File: src/rtl/bcd_converter_seq.sv
// bcd_converter_seq
//   Sequential 16-bit binary to 4-digit packed BCD converter using
//   shift-and-add-3 (double dabble). It processes one bit per clock, so a
//   conversion takes 16 clocks after the start is accepted.
//   A fifth work digit catches values >= 10000. Those values set the
//   overflow flag, and bcd_out shows the value mod 10000.
//
// Ports
//   clk      in   system clock, rising edge
//   reset    in   synchronous active-high clear
//   start    in   conversion request, sampled only while idle
//   bin_in   in   [15:0] unsigned value, captured on the accepted start edge
//   bcd_out  out  [15:0] {thousands, hundreds, tens, ones}
//   overflow out  last converted value was >= 10000
//   busy     out  conversion in progress
//   done     out  one-cycle pulse when bcd_out/overflow update

// One BCD digit correction: add 3 when the digit is 5 or more, so the
// following left shift carries into the next decade.
module bcd_add3 (
  input  logic [3:0] d_i,
  output logic [3:0] d_o
);
  assign d_o = (d_i >= 4'd5) ? d_i + 4'd3 : d_i;
endmodule

module bcd_converter_seq (
  input  logic        clk,
  input  logic        reset,
  input  logic        start,
  input  logic [15:0] bin_in,
  output logic [15:0] bcd_out,
  output logic        overflow,
  output logic        busy,
  output logic        done
);
  localparam int NUM_DIG = 5;

  typedef enum logic {S_IDLE, S_CONV} state_t;

  state_t      state_q, state_d;
  logic [15:0] shift_q, shift_d;
  logic [19:0] work_q,  work_d;
  logic [3:0]  cnt_q,   cnt_d;
  logic [15:0] bcd_q,   bcd_d;
  logic        ovf_q,   ovf_d;
  logic        done_q,  done_d;

  // Digits after the add-3 correction. Each check uses the pre-shift value.
  logic [NUM_DIG-1:0][3:0] work_adj;

  for (genvar g = 0; g < NUM_DIG; g++) begin : g_dig
    bcd_add3 u_add3 (
      .d_i (work_q[4*g +: 4]),
      .d_o (work_adj[g])
    );
  end

  always_comb begin
    state_d = state_q;
    shift_d = shift_q;
    work_d  = work_q;
    cnt_d   = cnt_q;
    bcd_d   = bcd_q;
    ovf_d   = ovf_q;
    done_d  = 1'b0;
    case (state_q)
      S_IDLE: begin
        if (start) begin
          shift_d = bin_in;
          work_d  = '0;
          cnt_d   = '0;
          state_d = S_CONV;
        end
      end
      S_CONV: begin
        // Shift {work, shift} left as one unit. The shift MSB enters work[0].
        {work_d, shift_d} = {work_adj[NUM_DIG-1:0], shift_q} << 1;
        cnt_d = cnt_q + 4'd1;
        if (cnt_q == 4'd15) begin
          bcd_d   = work_d[15:0];
          ovf_d   = (work_d[19:16] != 4'd0);
          done_d  = 1'b1;
          state_d = S_IDLE;
        end
      end
      default: state_d = S_IDLE;
    endcase
  end

  always_ff @(posedge clk) begin
    if (reset) begin
      state_q <= S_IDLE;
      shift_q <= '0;
      work_q  <= '0;
      cnt_q   <= '0;
      bcd_q   <= '0;
      ovf_q   <= 1'b0;
      done_q  <= 1'b0;
    end else begin
      state_q <= state_d;
      shift_q <= shift_d;
      work_q  <= work_d;
      cnt_q   <= cnt_d;
      bcd_q   <= bcd_d;
      ovf_q   <= ovf_d;
      done_q  <= done_d;
    end
  end

  assign bcd_out  = bcd_q;
  assign overflow = ovf_q;
  assign busy     = (state_q == S_CONV);
  assign done     = done_q;
endmodule

File: config.mk
export PLATFORM = sky130hd
export DESIGN_NAME = bcd_converter_seq
export DESIGN_NICKNAME = d
export VERILOG_FILES = /design/src/rtl/bcd_converter_seq.sv
export SDC_FILE = /design/constraint.sdc
export NUM_CORES = 1
export LEC_CHECK = 0
export BUFFER_PORTS_ARGS = -buffer_cell sky130_fd_sc_hd__buf_4
export CELL_PAD_IN_SITES_DETAIL_PLACEMENT = 2
export CELL_PAD_IN_SITES_GLOBAL_PLACEMENT = 2
export CORE_ASPECT_RATIO = 0.75
export CORE_UTILIZATION = 30
export DETAILED_ROUTE_END_ITERATION = 8
export PLACE_DENSITY = 0.66
export SYNTH_ARGS = -nofsm -noshare
export SYNTH_HDL_FRONTEND = slang
export SYNTH_SLANG_ARGS = --single-unit
File: constraint.sdc
create_clock -name clk -period 2.1 [get_ports clk]
set_clock_uncertainty 0.15 [all_clocks]
set_input_delay 0.21 -clock clk [delete_from_list [all_inputs] [get_ports clk]]
set_output_delay 0.21 -clock clk [all_outputs]
set_load 0.01 [all_outputs]
==> impl_results.md, run 1 <==
* Max clock buf depth at 2
* Rel. slew slack at 66.80%
* F_max at 537.9 MHz
* Synthesized cell area at 2795 um2
* Switch Pwr at 0.6361 mW
* Sequential Power Share at 41.6%
* Pwr/cell area at 800.3 nW/um2
* Status: finished clean
* CP max stage delay at 0.39 ns
* Gate power share at 6.3%
* I/O pin count at 38
* Mux contribution to synthesized area at 8.729%
* Final Cell Area at 3491 um2
* CTS sink cnt at 59
* Nets at 388
* Root Driver: clkbuf_16
* Final period util at 88.53%
* Worst path cell trace: inv_1 > ha_1 > nand2b_1 > a21oi_1 > mux2_2 > o21ai_0
* Area share of fa/ha/maj cells after synthesis at 4.924%
* Final non-filler cell total at 491
* Die Ht at 85.60 um
* Crit end category: register
* Mean number of vias per cell at 4.959
* Slowest stage cell, crit path: mux2_2
* FF-to-FF setup slack at 0.24 ns
* HPWL Detailed at 5479 um
* Largest cells by area after synthesis: dfxtp_1 (42%), mux2i_1 (6.4%), nor2_1 (6.3%), a21oi_1 (5.7%), ha_1 (4.9%)
* Worst reg2reg path startpoint: work_q[12]
* Ant diodes at 0
* Final Critical Period at 1.859 ns
* Synth Area in Compound Gates at 16.47%
* Cells after DPL at 475
* Wire per inst at 16.07 um
* Worst hold path stage count at 3
* # rows at 30
* Largest net degree at the start of global routing at 33
* CP Class: reg2reg
* Initial core utilization at 30.90%
* Internal at 2.158 mW
* Worst min-delay path startpoint: bin_in[0]
* Final hold violations at 0
* Die area at 9712 um2
* Hold Crit Endpoint: shift_q[0]
* Grt total ovfl at 0
* Worst EP required at 2.21 ns
* GP Congestion at 0.7279
* Cts hold-fix bufs at 0
* Initial detailed-routing violation count at 74
* Total GRT Usage at 17.91%
* Slew Viols, Final at 0
* Cts repair resizes at 0
* P&R area growth vs syn at 24.89%
* Routed vias at 2435
* Worst slew pin tran at 0.4980 ns
* Seq/Total Area, Yosys at 42.26%
* Share of the synthesized area in the top cell type at 42.26%
* Clk Latency, worst-skew pair at 0.33 ns
* IO Port Bufs at 37
* Synth Area in XOR/XNOR at 1.567%
* TNS Setup at 0 ns
* Combinational family with the most area after synthesis: simple AND/OR/NAND/NOR gates
* Antenna-violating nets left at 0
* Post-synthesis register bit count at 59
* Share of cells above drive strength 1 at 19.83%
* Dominant cell type by area after synthesis: dfxtp_1
* Post-synth cell types at 34
* Commonest non-fill, non-tap cell in the layout: dfxtp_1
* RSZ-0062 raised after global routing: false
* Register Area at 1182 um2
* Drt first pass iters at 4
* Max-Cap Viols at 0
* Post-CTS Repair Setup Buffers at 0
* Crit path max fanout at 5
* Placed instance area at 3197 um2
* Syn nets at 353
* First-pass GRT wire length at 13250 um
* Worst Hold Class: in2reg
* Die width at 113.5 um
* Gate Count Post-Synth at 323
* Max VDD drop at 361.6 uV
* Post-Synth Simple-Gate Area at 19.83%
* Nature of the critical path startpoint: register
* Syn avg cell area at 8.654 um2
* Total CTS buffers at 9
* Clk pwr share at 52.1%
* Core area at 9046 um2
* Clk pin slew, worst setup/hold paths at 0.05 ns
* Leak pwr at 1.345 nW
* Initial antenna violation count at 0
* R2R cell count at 6
* # DRC at 0
* Fillers at 1008
* H-Tree Level Count at 3
* Synth warn at 0
* Arr. time, crit path at 1.97 ns
* Sw Ratio at 22.77%
* Crit Reg-Reg Endpoint: bcd_out[14]
* Vias in the first global route at 2582
* CTS tree: yes
* Post-Route WL at 7888 um
* Commonest cells after routing, fill and taps aside: dfxtp_1 (58), nor2_1 (47), buf_4 (44)
* Setup-failing EPs final at 0
* Multi-input gate area at 1440 um2
-- synthesized netlist by cell type --
master	n
nand4_1	1
nor2_1	47
a21oi_1	32
nand3b_1	8
nand2_1	12
and2_1	4
nor2b_1	2
dfxtp_1	59
ha_1	11
nand2b_1	5
a21oi_2	1
buf_6	1
buf_4	3
and4_1	1
o21ba_2	2
nand3_1	6
o21ai_1	2
o32ai_1	10
mux2_2	3
mux2i_1	18
a41oi_1	1
mux2_4	2
buf_2	10
or3_1	4
nor3b_1	9
inv_1	17
nor3_1	12
a311oi_1	4
a311oi_2	1
a211oi_1	2
xnor2_1	5
clkbuf_1	7
o21ai_0	20
or2_2	1
-- registers in the layout, indices dropped and copies added, names as in the netlist --
signal and flops:
bcd_out 16, busy 1, cnt_q 4, done 1
overflow 1, shift_q 16, work_q 20
-- critical path, delay by kind of cell, from the launching register on --
| kind | cells | cell delay [ns] |
|---|---|---|
| flip-flops | 1 | 0.33 |
| buffers and inverters | 1 | 0.11 |
| multiplexers | 1 | 0.39 |
| adder cells (fa/ha/maj) | 1 | 0.28 |
| AO/OA/AOI/OAI | 2 | 0.43 |
| AND/OR/NAND/NOR | 1 | 0.10 |
-- power by group through the flow --
stage	Clock [mW]	Sequential (mW)	Combinational, mW
final	1.46	1.16	0.175
after global routing	1.55	1.16	0.196
after CTS	1.50	1.16	0.179
after detailed placement	0	1.19	0.179
after global placement	0	1.18	0.174
after floorplan	0	1.18	0.117
-- cell families after synthesis --
family / count (synthesis)
compound gates: 75
xor+xnor: 5
fa+ha+maj: 11
buf+inv: 38
flops: 59
mux: 23
simple gates: 112
-- final cells by class --
class,instances,share of cell area (%)
multi-input combinational,226,41.25
sequential,59,33.87
timing repair buffer,45,10.04
clock buffer,10,6.846
tap,128,4.588
inverter,17,1.828
clock inverter,6,1.577
-- per-stage QoR --
stage / setup WS (ns) / total power, mW / hold slack, ns / utilization [%]
3_3_place_gp: 0.3087 / 1.359 / 0.2975 / 35.34
3_5_place_dp: 0.2512 / 1.364 / 0.3108 / 35.34
2_1_floorplan: 0.4837 / 1.294 / 0.2553 / -
4_1_cts: 0.2346 / 2.841 / 0.03541 / 38.59
5_1_grt: 0.1347 / 2.909 / 0.05574 / 38.59
6_report: 0.2408 / 2.794 / 0.05755 / 38.59
-- worst max path at each step --
stage | endpoint | slack [ns] | start | cells past startpoint
2_1_floorplan | work_q[2] | 0.48 | work_q[0] | 6
3_3_place_gp | bcd_out[14] | 0.31 | work_q[12] | 6
3_5_place_dp | bcd_out[14] | 0.25 | work_q[12] | 6
4_1_cts | bcd_out[14] | 0.23 | work_q[12] | 6
5_1_grt | bcd_out[14] | 0.13 | work_q[12] | 6
6_report | bcd_out[14] | 0.24 | work_q[12] | 6
-- routing by layer --
layer / vias up / global-route usage, % / routed length, um
li1: 1201 / - / -
met1: 1200 / 22.98 / 3895
met2: 28 / 28.22 / 3645
met3: 6 / 6.431 / 267
met4: 0 / 5.383 / 79
met5: - / 0 / 0
(Power assumes the default switching activity.)
==> run 2: changes to the inputs <==
clock period = 1.98 ns   (was 2.1 ns; I/O delays follow)
==> run 2 against run 1 <==
Non-clock buffer count increased by 2. Largest cell class unchanged. Worst setup slack got worse by 0.042 ns. Critical path depth unchanged. Critical endpoint unchanged. Largest power group unchanged. Register-to-register slack got worse by 0.04 ns.
==> impl_results.md, run 2 (synthesis results as in run 1) <==
* Clk Latency, worst-skew pair at 0.33 ns (about the same)
* Placed instance area at 3199 um2 (about the same)
* TNS Setup at 0 ns (unchanged)
* Total CTS buffers at 9 (unchanged)
* Commonest cells after routing, fill and taps aside: dfxtp_1 (58), nor2_1 (47), buf_4 (47)
* Leak pwr at 1.337 nW (-0.61%)
* Met1 Use GR at 22.80% (-0.18 points)
* Worst EP required at 2.08 ns (-0.13 ns)
* Die width at 113.5 um (unchanged)
* CTS tree: yes
* Die Ht at 85.60 um (unchanged)
* Pwr/cell area at 822.0 nW/um2 (+2.7%)
* Met2 GRT Util at 28.22% (unchanged)
* Share of cells above drive strength 1 at 19.73% (-0.11 points)
* Slew Viols, Final at 0 (unchanged)
* Vias in the first global route at 2538 (-1.7%)
* RSZ-0062 raised after global routing: false
* Mean number of vias per cell at 4.915 (-0.90%)
* Post-CTS Repair Setup Buffers at 0 (unchanged)
* Wire per inst at 16.03 um (-0.20%)
* Initial detailed-routing violation count at 52 (-30%)
* Root Driver: clkbuf_16
* Arr. time, crit path at 1.88 ns (-0.09 ns)
* F_max at 561.5 MHz (+4.4%)
* P&R area growth vs syn at 24.40%
* Clk pin slew, worst setup/hold paths at 0.05 ns (about the same)
* Multi-input gate area at 1444 um2 (+0.26%)
* Total GRT Usage at 17.77% (-0.14 points)
* CP max stage delay at 0.37 ns (-0.02 ns)
* Max VDD drop at 414.8 uV (+15%)
* Die area at 9712 um2 (unchanged)
* Final Cell Area at 3477 um2 (-0.39%)
* Post-Route WL at 7904 um (+0.20%)
* Drt first pass iters at 4 (unchanged)
* Slowest stage cell, crit path: mux2_2
* Worst Hold Class: in2reg
* Nets at 390 (+0.52%)
* Largest register by flop count: work_q
* CTS sink cnt at 59 (unchanged)
* Crit path max fanout at 5 (unchanged)
* H-Tree Level Count at 3 (unchanged)
* First-pass GRT wire length at 13120 um (-0.94%)
* Most Used Layer, Global Route: met2
* Setup-failing EPs final at 0 (unchanged)
* HPWL Detailed at 5405 um (-1.4%)
* Met3 global-route usage at 5.300% (-1.1 points)
* Register Area at 1182 um2 (unchanged)
* # rows at 30 (unchanged)
* Final period util at 89.95% (+1.4 points)
* CP Buf/Inv Count at 1 (unchanged)
* Max reg flops at 20 (unchanged)
* Initial antenna violation count at 0 (unchanged)
* Rel. slew slack at 68.73% (+1.9 points)
* Fillers at 1025 (+1.7%)
* Max-Cap Viols at 0 (unchanged)
* Commonest non-fill, non-tap cell in the layout: dfxtp_1
* Worst slew pin tran at 0.4690 ns (-0.02898 ns)
* Grt total ovfl at 0 (unchanged)
* Nature of the critical path startpoint: register
* Core area at 9046 um2 (unchanged)
* Initial core utilization at 30.90% (unchanged)
* CP Class: reg2reg
* Crit end category: register
* Ant diodes at 0 (unchanged)
* Worst path top cell family by delay: multiplexers
* Worst path cell trace: inv_1 > ha_1 > nand2b_1 > a21oi_2 > mux2_2 > o21ai_0
* IO Port Bufs at 37 (unchanged)
* Routed vias at 2423 (-0.49%)
* Final Critical Period at 1.781 ns (-0.07810 ns)
* Max clock buf depth at 2 (unchanged)
* GP Congestion at 0.7223 (-0.77%)
* Status: finished clean
* Largest net degree at the start of global routing at 37 (+12%)
* Final hold violations at 0 (unchanged)
* I/O pin count at 38 (unchanged)
* # DRC at 0 (unchanged)
* Antenna-violating nets left at 0 (unchanged)
-- run 2: metrics by stage --
| step | setup slack, ns | total power, mW | cells | util [%] | hold slack [ns] |
|---|---|---|---|---|---|
| after detailed placement | 0.1126 | 1.448 | 477 | 35.37 | 0.3149 |
| after global routing | 0.02262 | 2.987 | 493 | 38.44 | 0.02976 |
| final | 0.1989 | 2.858 | 493 | 38.44 | 0.02162 |
| after global placement | 0.1731 | 1.441 | 477 | 35.37 | 0.2980 |
| after CTS | 0.09353 | 2.905 | 493 | 38.40 | 0.01941 |
| after floorplan | 0.3637 | 1.372 | 323 | - | 0.2433 |
-- run 2: layer usage --
layer / part of all wire, % / routed length [um]
met4: 1.3 / 106
met2: 47 / 3685
met1: 49 / 3878
met5: 0 / 0
met3: 3.0 / 234
-- run 2: worst paths after layout --
path	from	end	slack [ns]	cells after the start
max reg2reg	work_q[12]	bcd_out[14]	0.20	6
min	bin_in[0]	shift_q[0]	0.02	3
min reg2reg	bcd_out[0]	bcd_out[0]	0.33	2
max	work_q[12]	bcd_out[14]	0.20	6
-- run 2: worst register-to-register path: cells and delay by family, from the launching register on --
kind | cells | cell delay [ns]
DFF | 1 | 0.32
AOI/OAI and AO/OA | 2 | 0.35
buffers and inverters | 1 | 0.10
and+or+nand+nor | 1 | 0.12
adders and majority gates | 1 | 0.28
muxes | 1 | 0.37
-- run 2: area by class of cell --
type / count / share of cell area (%)
multi-input combinational: 226 / 41.53
sequential: 59 / 34.00
timing repair buffer: 47 / 10.15
clock buffer: 14 / 7.593
tap: 128 / 4.606
inverter: 17 / 1.835
clock inverter: 2 / 0.2879
-- run 2: repair_timing --
action                     in CTS  in global routing
setup endpoints to repair       0                  2
hold buffers                    0                  0
resized for setup               0                  1
-- run 2: power breakdown --
part / switching (mW) / total (mW) / internal, mW
clock network: 0.527 / 1.44 / 0.911
registers: 0.0139 / 1.23 / 1.21
logic: 0.112 / 0.193 / 0.0803
total: 0.653 / 2.86 / 2.20
